## config.mk

```make
export PLATFORM = sky130hd
export DESIGN_NAME = id_stage_p
export DESIGN_NICKNAME = d
export VERILOG_FILES = /design/src/rtl/id_stage_p.sv
export SDC_FILE = /design/constraint.sdc
export NUM_CORES = 2
export LEC_CHECK = 0
export BUFFER_PORTS_ARGS = -buffer_cell sky130_fd_sc_hd__buf_4
export CAP_MARGIN = 10
export CORE_MARGIN = 1.5
export CORE_UTILIZATION = 56
export CTS_CLUSTER_SIZE = 30
export DETAILED_ROUTE_END_ITERATION = 10
export GPL_TIMING_DRIVEN = 0
export PLACE_DENSITY = 0.77
export SLEW_MARGIN = 20
export SYNTH_ARGS = -nofsm -noshare
export SYNTH_HDL_FRONTEND = slang
export SYNTH_SLANG_ARGS = --single-unit
```

## constraint.sdc

```tcl
create_clock -name clk -period 1.8 [get_ports clk]
set_clock_uncertainty 0.05 [all_clocks]
set_input_delay 0.09 -clock clk [delete_from_list [all_inputs] [get_ports clk]]
set_output_delay 0.09 -clock clk [all_outputs]
set_load 0.01 [all_outputs]
```

## src/rtl/id_stage_p.sv

```systemverilog
// MIPS instruction-decode stage: 32-entry register file with optional write-back
// bypass, load-use hazard detection, and a registered valid/ready output slot.
module id_stage_p #(
  parameter int unsigned DATA_W = 32,
  parameter bit          FWD_EN = 1'b1
) (
  input  logic              clk,
  input  logic              rst_n,
  input  logic              in_valid,
  output logic              in_ready,
  input  logic [31:0]       ins,
  input  logic [DATA_W-1:0] npc_i,
  input  logic              wb_en,
  input  logic [4:0]        wb_reg,
  input  logic [DATA_W-1:0] wb_data,
  input  logic              ex_mem_read,
  input  logic [4:0]        ex_dst_reg,
  input  logic              flush,
  output logic              out_valid,
  input  logic              out_ready,
  output logic [5:0]        op,
  output logic [5:0]        func,
  output logic [25:0]       jpc,
  output logic [4:0]        dst_reg,
  output logic [DATA_W-1:0] imm,
  output logic [DATA_W-1:0] data_a,
  output logic [DATA_W-1:0] data_b,
  output logic [DATA_W-1:0] npc_o,
  output logic              reg_write,
  output logic              mem_read,
  output logic              mem_write,
  output logic              stall
);

  localparam logic [5:0] OP_RTYPE = 6'b000000;
  localparam logic [5:0] OP_JAL   = 6'b000011;
  localparam logic [5:0] OP_ADDI  = 6'b001000;
  localparam logic [5:0] OP_ADDIU = 6'b001001;
  localparam logic [5:0] OP_ANDI  = 6'b001100;
  localparam logic [5:0] OP_ORI   = 6'b001101;
  localparam logic [5:0] OP_XORI  = 6'b001110;
  localparam logic [5:0] OP_LUI   = 6'b001111;
  localparam logic [5:0] OP_LB    = 6'b100000;
  localparam logic [5:0] OP_LW    = 6'b100011;
  localparam logic [5:0] OP_SB    = 6'b101000;
  localparam logic [5:0] OP_SW    = 6'b101011;

  logic [5:0] op_w;
  logic [4:0] rs, rt, rd;
  assign op_w = ins[31:26];
  assign rs   = ins[25:21];
  assign rt   = ins[20:16];
  assign rd   = ins[15:11];

  // Register file
  logic [DATA_W-1:0] rf_q [32];

  // NOTE: the register file is a flop array with async reset because every entry
  // must read zero straight out of reset; it cannot map onto a RAM macro.
  always_ff @(posedge clk or negedge rst_n) begin
    if (!rst_n) begin
      for (int i = 0; i < 32; i++) rf_q[i] <= '0;
    end else if (wb_en && wb_reg != 5'd0) begin
      rf_q[wb_reg] <= wb_data;
    end
  end

  logic [DATA_W-1:0] rs_val, rt_val;

  // NOTE: every always_comb output gets a default first so no latch is inferred.
  always_comb begin
    rs_val = rf_q[rs];
    rt_val = rf_q[rt];
    if (rs == 5'd0)                                   rs_val = '0;
    else if (FWD_EN && wb_en && wb_reg == rs)         rs_val = wb_data;
    if (rt == 5'd0)                                   rt_val = '0;
    else if (FWD_EN && wb_en && wb_reg == rt)         rt_val = wb_data;
  end

  // Decode
  logic              rw_d, mr_d, mw_d;
  logic [4:0]        dst_d;
  logic [DATA_W-1:0] imm_d;

  always_comb begin
    rw_d  = 1'b0;
    mr_d  = 1'b0;
    mw_d  = 1'b0;
    dst_d = 5'd0;
    unique case (op_w)
      OP_RTYPE: begin rw_d = 1'b1; dst_d = rd; end
      OP_ADDI, OP_ADDIU, OP_ANDI, OP_ORI, OP_XORI, OP_LUI: begin
        rw_d = 1'b1; dst_d = rt;
      end
      OP_LW, OP_LB: begin rw_d = 1'b1; mr_d = 1'b1; dst_d = rt; end
      OP_SW, OP_SB: mw_d = 1'b1;
      OP_JAL:       begin rw_d = 1'b1; dst_d = 5'd31; end
      default: ;
    endcase
  end

  always_comb begin
    imm_d = DATA_W'($signed(ins[15:0]));
    if (op_w == OP_ANDI || op_w == OP_ORI || op_w == OP_XORI)
      imm_d = DATA_W'(ins[15:0]);
    else if (op_w == OP_LUI)
      imm_d = DATA_W'({ins[15:0], 16'h0000});
  end

  // Handshake and hazard
  logic out_valid_q, out_valid_d;
  logic adv, hazard, load;

  assign adv    = out_ready | ~out_valid_q;
  assign hazard = ex_mem_read && ex_dst_reg != 5'd0 &&
                  (ex_dst_reg == rs || ex_dst_reg == rt);
  assign stall  = in_valid & hazard;
  // Flush consumes whatever is presented, even a hazarded or back-pressured one.
  assign in_ready = rst_n & (flush | (adv & ~hazard));
  assign load     = adv & in_valid & ~hazard & ~flush;

  always_comb begin
    out_valid_d = out_valid_q;
    if (flush)    out_valid_d = 1'b0;
    else if (adv) out_valid_d = in_valid & ~hazard;
  end

  logic [5:0]        op_q, func_q;
  logic [25:0]       jpc_q;
  logic [4:0]        dst_q;
  logic [DATA_W-1:0] imm_q, a_q, b_q, npc_q;
  logic              rw_q, mr_q, mw_q;

  // NOTE: state registers use non-blocking assignments so every flop samples
  // the pre-edge values of the others.
  always_ff @(posedge clk or negedge rst_n) begin
    if (!rst_n) begin
      out_valid_q <= 1'b0;
      op_q        <= '0;
      func_q      <= '0;
      jpc_q       <= '0;
      dst_q       <= '0;
      imm_q       <= '0;
      a_q         <= '0;
      b_q         <= '0;
      npc_q       <= '0;
      rw_q        <= 1'b0;
      mr_q        <= 1'b0;
      mw_q        <= 1'b0;
    end else begin
      out_valid_q <= out_valid_d;
      if (load) begin
        op_q   <= op_w;
        func_q <= ins[5:0];
        jpc_q  <= ins[25:0];
        dst_q  <= dst_d;
        imm_q  <= imm_d;
        a_q    <= rs_val;
        b_q    <= rt_val;
        npc_q  <= npc_i;
        rw_q   <= rw_d;
        mr_q   <= mr_d;
        mw_q   <= mw_d;
      end
    end
  end

  assign out_valid = out_valid_q;
  assign op        = op_q;
  assign func      = func_q;
  assign jpc       = jpc_q;
  assign dst_reg   = dst_q;
  assign imm       = imm_q;
  assign data_a    = a_q;
  assign data_b    = b_q;
  assign npc_o     = npc_q;
  // Controls are masked so a held bubble can never write state downstream.
  assign reg_write = out_valid_q & rw_q;
  assign mem_read  = out_valid_q & mr_q;
  assign mem_write = out_valid_q & mw_q;

endmodule

```

# Word-level counts from Yosys, hierarchy flattened
# Cells that the tools add are included.
dict set report word_totals {
  elab_cells 121
  register_bits 1199
  inputBits 113
  output_inout_bits 177
}
dict set report classes {
  magnitude_cmp 4
  mux 21
  bitwise 18
  reduce_logical 19
  eq_ne 15
}
# operator count
set ops {}
lappend ops {{$bwmux W1024} 1}
lappend ops {{$bmux W32 S5} 2}
lappend ops {{$mux W32} 10}
lappend ops {{$demux W32 S5} 1}
lappend ops {{$eq A6 B4 Y1 const B} 6}
lappend ops {{$mux W31} 1}
lappend ops {{$eq A6 B6 Y1 const B} 4}
lappend ops {{$eq A5 B5 Y1} 4}
lappend ops {{$ge A6 B6 Y1 const B} 3}
lappend ops {{$not A5 Y6} 3}
lappend ops {{$pmux W5 S3} 1}
lappend ops {{$and A1 B1 Y1} 10}
lappend ops {{$logic_not A5 Y1} 2}
lappend ops {{$reduce_bool A5 Y1} 2}
lappend ops {{$reduce_or A10 Y1} 1}
lappend ops {{$reduce_or A8 Y1} 1}
lappend ops {{$eq A6 B2 Y1 const B} 1}
lappend ops {{$logic_and A1 B1 Y1} 6}
lappend ops {{$logic_not A6 Y1} 1}
lappend ops {{$lt A6 B1 Y1 const B} 1}
lappend ops {{$mux W1} 5}
lappend ops {{$reduce_or A2 Y1} 2}
lappend ops {{$logic_or A1 B1 Y1} 3}
lappend ops {{$not A1 Y1} 3}
lappend ops {{other kinds (2)} 3}

# Longest topological paths before layout
dict set report logic_depth {
  ltp_word 7
  ltp_mapped 11
  mapped_depth_nobuf 6
}

# Worst setup path after synthesis
# Ideal clock, no wire load.
dict set report synth_timing {
  path_kind {input -> register}
  start {input port ins[21]}
  end {register a_q[10], in the netlist data_a[10]}
  t_required_ns 1.604
  setup_ns 0.146
  n_path_buf 2
  setup_slack_ns -0.402
  arrival_time_ns 2.006
  path_stages 6
  cell_sequence {buf_2 buf_1 mux4_2 mux4_2 mux2i_1 o221ai_1}
}
dict set report synth_via {
  elab_chain_len 6
  word_cells_on_any_way 15
  cone_classes {2 x eq/ne; 5 x mux; 4 x bitwise; 4 x reduce/logical}
}
# item line_no
set synth_rtl {}
lappend synth_rtl {{from (decl)} 11} ;# input logic [31:0] ins,
lappend synth_rtl {{$not A5 Y6 (implied by the code) / $eq A5 B5 Y1 (equally long branches)} {72, 116}}
lappend synth_rtl {{$bmux W32 S5 / $logic_or A1 B1 Y1 (equally long branches)} {72, 116}}
lappend synth_rtl {{$mux W32 (implied by the code) / $logic_and A1 B1 Y1 (equally long branches)} {72, 115}}
lappend synth_rtl {{$mux W32 (implied by the code) / $not A1 Y1 (equally long branches)} {72, 120}}
lappend synth_rtl {{$mux W32 / $and A1 B1 Y1 (equally long branches)} {75, 120}}
lappend synth_rtl {{$mux W32 / $and A1 B1 Y1 (equally long branches)} {74, 120}}
lappend synth_rtl {{to (signal assigned)} 158} ;# a_q <= rs_val;
lappend synth_rtl {{to (decl)} 131} ;# logic [DATA_W-1:0] imm_q, a_q, b_q, npc_q;
# Parallel ways exist; a longest one is shown, timed or not. The select of a mux whose other input is x is not followed.
# A chain may end at the register's enable or synchronous reset.

# Worst setup path after layout
dict set report layout_timing {
  start {input port ins[17]}
  end {register b_q[20], in the netlist data_b[20]}
}
dict set report layout_via {
  elab_chain_len 6
  word_cells_on_any_way 15
  cone_classes {2 x eq/ne; 5 x mux; 4 x bitwise; 4 x reduce/logical}
}
# item line_no
set layout_rtl {}
lappend layout_rtl {{$not A5 Y6 (implied by the code) / $eq A5 B5 Y1 (equally long branches)} {73, 116}}
lappend layout_rtl {{$bmux W32 S5 / $logic_or A1 B1 Y1 (equally long branches)} {73, 116}}
lappend layout_rtl {{$mux W32 (implied by the code) / $logic_and A1 B1 Y1 (equally long branches)} {73, 115}}
lappend layout_rtl {{$mux W32 (implied by the code) / $not A1 Y1 (equally long branches)} {73, 120}}
lappend layout_rtl {{$mux W32 / $and A1 B1 Y1 (equally long branches)} {77, 120}}
lappend layout_rtl {{$mux W32 / $and A1 B1 Y1 (equally long branches)} {76, 120}}
lappend layout_rtl {{to (signal assigned)} 159} ;# b_q <= rt_val;
lappend layout_rtl {{to (decl)} 131}
# Parallel ways exist; a longest one is shown, timed or not. The select of a mux whose other input is x is not followed.

==> out/summary.txt <==
outcome = complete, but fails checks
violated checks = negative hold slack, negative setup slack
DRC = 0
Final Setup Violations = 255
Rel. slew slack = 22.1%
CP Cell Sequence = buf_2, buf_2, and2_2, clkbuf_2, a22oi_1, nand3_1, nand3_1, mux2i_4, o21ai_1
Horiz. Die Dim = 331 um
WL per Instance = 33.9 um
setup slack, reg-to-reg = -0.24 ns
Crit Path Category = in2reg
largest net degree at the start of global routing = 151
final core occ = 67.3%
Yosys warnings = 0
asr flop ratio synth = 100%
most common cell after layout, fill and taps aside = dfrtp_1
busiest layer in global routing = met2
critical path arrival = 2.74 ns
f_max = 0.462 GHz
Syn Area/Cell = 12.9 sq um
layout cells sized above 1 = 36.5%
worst slew pin tran = 1.17 ns
Clk pin slew, worst setup/hold paths = 0.06 ns
most flop-heavy register = rf_q
Pre-Repair DR Iteration Count = 8
total global-route track usage = 41.6%
number of synthesized register bits = 1193
grt total ovfl = 0
Fillers = 7501
Pins Over Slew Limit = 0
Routed Wire Length = 230 mm
Syn Nets = 4781
Die H = 331 um
first-pass GRT wire length = 324 mm
final worst-path cycle share = 120%
Crit Path Max Fanout = 10
RSZ-0062 raised after global routing = yes
max FFs per register = 1024
Critical-path top delay cell = clkbuf_2
PnR worst setup slack = -0.366 ns
initial antenna violation count = 10
vias in the first global route = 47400
number of flops mapped to enable cells by yosys = 0
Core Box Area = 0.107 sq mm
met3 Track Usage GR = 18.0%
routability cong. = 1.00
grt met2 use = 61.0%
Worst R2R End = data_b[20]
Final ANT Viol Nets = 0
GRT met1 Usage = 51.1%
final setup TNS = -18.66 ns
CTS HTree Levels = 4
root buffer cell = clkbuf_16
Seq/Total Area, Yosys = 49.6%
Fin. Hold Viols = 482
Worst Reg-to-Reg Cells = 6
Vias = 47800
post-route cell area = 0.0720 sq mm
Inserted Clock Buffers = 130
Power per Cell Area = 1130 mW/mm^2
commonest non-fill, non-tap cells in the layout = 1193 x dfrtp_1, 609 x nand2_1, 532 x mux2_2
Yosys cell types = 51
Crit path required time = 2.38 ns
clock sinks = 1193
Max Root-Sink Buffers = 3
I/O pin count = 290
Min-Delay Path Class = in2async
clock period minus worst slack = 2.17 ns
Setup crit start kind = input pin
Site Rows = 120
First DRT Iteration DRCs = 6872
Post-synth top flop = dfrtp_1
Die Area = 0.109 sq mm
DP HPWL = 156 mm
Initial Utilization = 56.3%
DR vias/cell = 7.06
Port Buffer Count = 278
worst skew pair latency = 0.78 ns
P&R area growth vs syn = 19.5%
Post-DP Area = 0.0648 sq mm
setup slack at placement = -1.93 ns
CTS tree = done
Pleak = 32.6 nW
Maximum Capacitance Violations = 0
NumNets Final = 5375
CP Capture Type = flip-flop
Max IR drop VDD = 0.000741 V
largest stage delay on the critical path = 0.53 ns
Mapped Cells = 4668
Fin Hold WS = -0.317 ns
Synth Cell Area = 0.0602 sq mm
reg-to-reg critical path startpoint = rf_q[788]
[Yosys cell counts, types with 3 or more instances]
library cell | count | area share [%]
nand3b_1 | 4 | 0.050
nor2b_1 | 5 | 0.052
nor3_1 | 5 | 0.042
nor3b_1 | 4 | 0.050
a221o_1 | 5 | 0.083
o21ai_1 | 40 | 0.33
nor2_1 | 26 | 0.16
a22o_1 | 35 | 0.51
buf_4 | 11 | 0.14
xnor2_1 | 13 | 0.19
a22oi_1 | 130 | 1.6
nand2_1 | 620 | 3.9
buf_6 | 15 | 0.28
and3_1 | 4 | 0.042
buf_1 | 31 | 0.19
clkbuf_1 | 345 | 2.2
mux2_4 | 43 | 1.1
inv_1 | 36 | 0.22
a21oi_1 | 18 | 0.15
o221ai_1 | 32 | 0.47
buf_2 | 70 | 0.58
and2_1 | 5 | 0.052
dfrtp_1 | 1193 | 50
a211oi_1 | 3 | 0.037
mux2i_1 | 319 | 5.3
xor2_1 | 7 | 0.10
a221oi_1 | 30 | 0.44
mux2_2 | 532 | 9.9
and3b_1 | 3 | 0.044
clkbuf_2 | 3 | 0.025
mux4_2 | 449 | 17
nand3_1 | 101 | 0.84
o21ai_0 | 507 | 4.2
[worst max path at each step]
stage | end | cells after the start | slack (ns) | from
6_report | data_b[20] | 9 | -0.37 | ins[17]
4_1_cts | data_b[20] | 6 | -0.19 | rf_q[788]
3_3_place_gp | data_b[14] | 1 | -13.62 | rst_n
3_5_place_dp | data_b[20] | 10 | -1.93 | ins[19]
2_1_floorplan | jpc[10] | 7 | -0.23 | ex_dst_reg[1]
5_1_grt | data_b[20] | 6 | -0.27 | rf_q[788]
[area by class of cell]
type | instances | area (sq um) | share of cell area, %
Timing Repair Buffer | 465 | 4330 | 6.02
Antenna cell | 9 | 22.5 | 0.0313
Tap cell | 1403 | 1760 | 2.44
Clock inverter | 46 | 475 | 0.661
Sequential cell | 1193 | 29900 | 41.5
Clock buffer | 187 | 3800 | 5.28
Buffer | 472 | 2890 | 4.01
Multi-Input combinational cell | 2964 | 28700 | 39.9
Inverter | 36 | 139 | 0.193
[cell families after synthesis]
| family | after synthesis | synth area share, % |
|---|---|---|
| AOI/OAI and AO/OA | 815 | 8.11 |
| DFF | 1193 | 49.6 |
| buffers and inverters | 511 | 3.59 |
| muxes | 1343 | 33.1 |
| xor gates and xnor gates | 20 | 0.291 |
| and+or+nand+nor | 786 | 5.30 |
[repair_timing]
item,in CTS,in global routing
resized for setup,196,176
cloned,2,6
setup endpoints to repair,722,587
pin swaps,64,36
endpoints found under the hold margin,1299,130
buffers inserted,36,26
hold buffers,97,11
[worst max-delay path, delay by kind of cell]
family                 cells  cell delay, ns
muxes                      1            0.26
AOI/OAI and AO/OA          2            0.29
and+or+nand+nor            3            0.80
buffers and inverters      3            1.27
[where the power goes]
group / internal (mW) / total [mW] / switching (mW)
Clock: 15.6 / 27.2 / 11.6
Combinational: 9.51 / 17.9 / 8.37
Sequential: 31.9 / 36.0 / 4.09
[through the flow]
| step | cells | power [mW] |
|---|---|---|
| global placement | 6349 | 51.6 |
| finish | 6775 | 81.1 |
| CTS | 6725 | 79.9 |
| global route | 6770 | 83.5 |
| detailed placement | 6358 | 52.4 |
| floorplan | 4668 | 45.8 |
[routing by layer]
layer | part of all wire [%] | vias to the layer above
met3 | 15 | 976
li1 | - | 18500
met2 | 44 | 3857
met1 | 35 | 24400
met5 | 0.26 | -
met4 | 6.4 | 13
(Power assumes the default switching activity.)
